[src/rtl/d_latch_pkg.sv]
// d_latch_pkg: shared width default and data word type for the synchronous latch emulation
package d_latch_pkg;
  localparam int DLATCH_DEFAULT_W = 8;
  typedef logic [DLATCH_DEFAULT_W-1:0] dlatch_word_t;
endpackage

[src/rtl/d_latch_bit.sv]
// d_latch_bit: one-bit latch cell built from an async-reset flop, a mode mux and a complement output
module d_latch_bit #(
  parameter bit RESET_BIT   = 1'b0,
  parameter bit TRANSPARENT = 1'b1
) (
  input  logic clk,
  input  logic rst_n,
  input  logic d,
  input  logic en,
  output logic q,
  output logic qn
);
  logic hold;
  // capture data on enabled edges, otherwise keep the last captured value
  always_ff @(posedge clk or negedge rst_n) begin
    if (!rst_n) hold <= RESET_BIT;
    else if (en) hold <= d;
  end
  // reset wins over the transparent path so Q is forced even with enable high
  always_comb begin
    q = !rst_n ? RESET_BIT : (TRANSPARENT && en) ? d : hold;
    qn = ~q;
  end
endmodule

[src/rtl/d_latch_n.sv]
// d_latch_n: N-bit D-latch emulated with flops on a single clock, with complementary output
module d_latch_n
  import d_latch_pkg::*;
#(
  parameter int         N           = DLATCH_DEFAULT_W,
  parameter logic [N-1:0] RESET_VALUE = '0,
  parameter bit         TRANSPARENT = 1'b1
) (
  input  logic         clk,
  input  logic         rst_n,
  input  logic [N-1:0] data,
  input  logic         enable,
  output logic [N-1:0] Q,
  output logic [N-1:0] Qn
);
  if (N < 1) begin : g_bad_width
    $error("d_latch_n: N must be >= 1");
  end
  for (genvar i = 0; i < N; i++) begin : g_bit
    d_latch_bit #(
      .RESET_BIT  (RESET_VALUE[i]),
      .TRANSPARENT(TRANSPARENT)
    ) u_bit (
      .clk  (clk),
      .rst_n(rst_n),
      .d    (data[i]),
      .en   (enable),
      .q    (Q[i]),
      .qn   (Qn[i])
    );
  end
endmodule

[config.mk]
export PLATFORM = sky130hd
export DESIGN_NAME = d_latch_n
export DESIGN_NICKNAME = d
export VERILOG_FILES = /design/src/rtl/d_latch_pkg.sv /design/src/rtl/d_latch_bit.sv /design/src/rtl/d_latch_n.sv
export SDC_FILE = /design/constraint.sdc
export NUM_CORES = 1
export LEC_CHECK = 0
export CAP_MARGIN = 5
export CORE_MARGIN = 2
export CORE_UTILIZATION = 38
export CTS_CLUSTER_SIZE = 30
export DETAILED_ROUTE_END_ITERATION = 10
export PLACE_DENSITY_LB_ADDON = 0.05
export SYNTH_ARGS = -nofsm -noshare
export SYNTH_HDL_FRONTEND = slang
export SYNTH_SLANG_ARGS = --single-unit
[constraint.sdc]
create_clock -name clk -period 1.35 [get_ports clk]
set_clock_uncertainty 0.15 [all_clocks]
set_input_delay 0.2025 -clock clk [delete_from_list [all_inputs] [get_ports clk]]
set_output_delay 0.2025 -clock clk [all_outputs]
set_load 0.02 [all_outputs]
After elaboration in Yosys (flattened, before gate mapping)
Cells that the tools add are included.
{"block": "totals", "register_bits": 8, "input_bits": 11, "out_inout_bits": 16, "word_cells": 32}
{"block": "op_classes", "n_mux": 16, "n_bitwise": 8}
{"op": "$mux 1", "count": 16}
{"op": "$not 1->1", "count": 8}

Logic depth before layout (Yosys ltp)
{"block": "depth", "word_depth": 3, "mapped_depth": 4, "mapped_depth_nobuf": 2}

Cells and area by module
From an unflattened synthesis, not the netlist that was laid out.
{"block": "unflattened", "hier_cells": 32, "hier_area_um2": 420.4}
{"mod": "d_latch_bit", "n_inst": 8, "cells_each": 4, "area_each_um2": 52.6, "seq_area_each_um2": 25.0}

Least setup slack after synthesis
Ideal clock, no wire load.
{"block": "synth_path", "kind": "input-to-output", "from": "in enable", "to": "out Q[0]", "arrival_ns": 0.931, "required_ns": 0.998, "setup_slack_ns": 0.066, "path_stages": 4, "cell_sequence": "buf_6 > mux2_4 > and2_1 > buf_4"}
{"block": "synth_via", "elab_chain_cells": 2}
{"item": "from (decl)", "line": "d_latch_n.sv:12", "rtl": "input logic enable,"}
{"item": "$mux 1"}
{"item": "$mux 1", "line": "d_latch_bit.sv:21", "rtl": "q = !rst_n ? RESET_BIT : (TRANSPARENT && en) ? d : hold;"}
{"item": "to (decl)", "line": "d_latch_n.sv:13", "rtl": "output logic [N-1:0] Q,"}
No other way between the ends.

Worst setup path after layout
{"block": "layout_path", "from": "reg g_bit[6].u_bit.hold", "to": "out Q[6]"}
{"block": "layout_via", "elab_chain_cells": 2}
{"item": "from (decl)", "line": "d_latch_bit.sv:13", "rtl": "logic hold;"}
{"item": "from (signal assigned)", "line": "d_latch_bit.sv:16", "rtl": "if (!rst_n) hold <= RESET_BIT;"}
{"item": "from (signal assigned)", "line": "d_latch_bit.sv:17", "rtl": "else if (en) hold <= d;"}
{"item": "$mux 1"}
{"item": "$mux 1", "line": "d_latch_bit.sv:21"}
No other way between the ends.

==> results_dict.tcl <==
set metrics [dict create \
    cts_tree "done" \
    max-slew-margin-rel 0.877 \
    final-instance-count-excl-fill 88 \
    drive_gt1_frac 0.685 \
    syn2layout_area_growth_pct 60.2 \
    vias 406 \
    postSynthCellCount 50 \
    viasPerCell 4.61 \
    synth_area_um2 541 \
    syn_avg_cell_area_um2 10.8 \
    clkTransAtPathRegs_ns 0.06 \
    ff2ff_path_depth 2 \
    drv_slew 0 \
    largest_reg_flops 8 \
    crit_path_cell_trace "mux2_4 > and2_4 > buf_6" \
    setup_violations 16 \
    fin_tns_setup_ns -1.98 \
    cp_num_cells 3 \
    cts.sinks 8 \
    yosysSeqAreaShare 0.370 \
    die_w_um 41.7 \
    grt_overflow 0 \
    leakage_nw 0.424 \
    critPathKind "reg2out" \
    numPortBuffers 26 \
    startpoint_type "flop" \
    post-route-period-util 1.13 \
    ys_ff_latch 8 \
    rows 13 \
    regToRegSetupSlack_ns 0.31 \
    cpPeakStageDelay_ns 0.36 \
    rsz0062_at_grt "yes" \
    top_regs "g_bit.u_bit.hold x8" \
    dp_hpwl_um 805 \
    antenna_left 0 \
    clk_path_buf_depth 2 \
    p_per_area_nw_per_um2 890 \
    hold_violations 0 \
    post-route-drc-count 0 \
    fp.dieH_um 41.7 \
    fmax_mhz 655 \
    r2r_end "g_bit[4].u_bit.hold$_DFF_PN0_" \
    critPathSlowestCell "dfrtp_1" \
    syn_nets 61 \
    grtUsageTotal 0.161 \
    cp_max_fo 3 \
    crit_path_end_kind "primary output" \
    antenna_found_initial 0 \
    r2r-start "g_bit[4].u_bit.hold$_DFF_PN0_" \
    period_minus_slack_ns 1.53 \
    hp-class "in2reg" \
    start_util 0.410 \
    run_status "finished with violations" \
    top_register "g_bit.u_bit.hold" \
    fin_ws_ns -0.176 \
    drt-initial-drc-count 1 \
    worstMarginPinSlew_ns 0.183 \
    grt_pass1_wl_um 2070 \
    nets 86 \
    grt_start_max_net_pins 13 \
    startpoint "g_bit[6].u_bit.hold$_DFF_PN0_" \
    ios 27 \
    dp_cells 78 \
    placeableCoreArea_um2 1320 \
    cp-endpoint "Q[6]" \
    htree_num_levels 1 \
    cap_violations 0 \
    routed_wirelength_um 1170 \
    violations "setup timing" \
    drt_first_pass_iters 3 \
    yosysWarningCount 0 \
    grt_pass1_vias 453 \
    root_buffer "clkbuf_4" \
    peakVddDrop_uv 493 \
    wl_per_cell_um 13.3 \
    synth_cell_types 8 \
    crit_arrival_ns 1.17 \
    antenna_cells 0 \
    critical_path_buf_inv_count 1 \
    cp_data_required_time_ns 1.00 \
    critPathTopFamily "flip-flops" \
    routabilityCongestion 0.749 \
    dieArea_um2 1740 \
    cts_inserted_buffers 3 \
    clk_latency_ns 0.25 \
]
[placed cells by master (no fill, tap or decap)]
cell type / n
mux2_4: 8
nand2_1: 1
clkdlybuf4s15_1: 1
dlygate4sd2_1: 1
buf_6: 18
and2_4: 8
clkbuf_4: 3
nand2_2: 7
dlygate4sd3_1: 4
dfrtp_1: 8
clkdlybuf4s50_1: 8
buf_4: 6
[cell families (layout without fill, tap and decap cells)]
family | Yosys count | in the layout | synth area share
AND/OR/NAND/NOR | 16 | 16 | 0.157
multiplexers | 8 | 8 | 0.222
flip-flops | 8 | 8 | 0.370
buffers and inverters | 18 | 41 | 0.250
[metal layers]
metal | global-route usage | routed length, um | vias to the layer above
met2 | 0.266 | 623 | 23
met1 | 0.179 | 428 | 195
met5 | 0 | 0 | -
met4 | 0.0645 | 27 | 0
met3 | 0.0739 | 90 | 2
li1 | - | - | 186
[per-stage QoR]
stage | instance area [um^2] | hold slack [ns] | util | setup WS [ns] | power (mW)
final | 866 | 0.317 | 0.657 | -0.176 | 0.771
after global routing | 866 | 0.342 | 0.657 | -0.223 | 0.820
after CTS | 851 | -0.136 | 0.646 | -0.179 | 0.775
after detailed placement | 722 | 0.337 | 0.548 | -0.886 | 0.532
after global placement | 722 | 0.333 | 0.548 | -0.854 | 0.524
after floorplan | 541 | -0.243 | - | 0.0661 | 0.456
[cell type report]
| class | instances | area, um^2 |
|---|---|---|
| Clock buffer | 3 | 22.5 |
| Fill cell | 114 | 452 |
| Multi-Input combinational cell | 24 | 238 |
| Sequential cell | 8 | 200 |
| Tap cell | 15 | 18.8 |
| Timing Repair Buffer | 38 | 387 |
[timing repair]
action | CTS | global route
pin swaps | 12 | 3
buffers inserted | 3 | 0
hold buffers | 3 | 1
gates resized for setup | 112 | 2
setup endpoints to repair | 16 | 16
endpoints found under the hold margin | 8 | 4
[cell usage after synthesis]
master	instances	share of area
clkbuf_1	1	0.0069
mux2_4	8	0.22
buf_6	1	0.021
nand2_1	8	0.056
and2_1	6	0.069
buf_4	16	0.22
and2_4	2	0.032
dfrtp_1	8	0.37
[worst min-delay path by stage]
stage / start / endpoint / cells after the start
final: enable / g_bit[5].u_bit.hold$_DFF_PN0_ / 3
after global routing: enable / g_bit[5].u_bit.hold$_DFF_PN0_ / 3
after CTS: rst_n / g_bit[6].u_bit.hold$_DFF_PN0_ / 2
after detailed placement: g_bit[3].u_bit.hold$_DFF_PN0_ / g_bit[3].u_bit.hold$_DFF_PN0_ / 1
after global placement: g_bit[0].u_bit.hold$_DFF_PN0_ / g_bit[0].u_bit.hold$_DFF_PN0_ / 1
after floorplan: rst_n / g_bit[0].u_bit.hold$_DFF_PN0_ / 0
[power by group]
group	switching, mW	internal [mW]	leakage (nW)
sequential	0.00707	0.264	0.0935
clock	0.0843	0.102	0.0138
combinational	0.129	0.184	0.317
[worst register-to-register path, cell delays in order (launching register included)]
cell     delay, ns
dfrtp_1       0.37
mux2_4        0.29
buf_4         0.14
(Power assumes the default switching activity.)
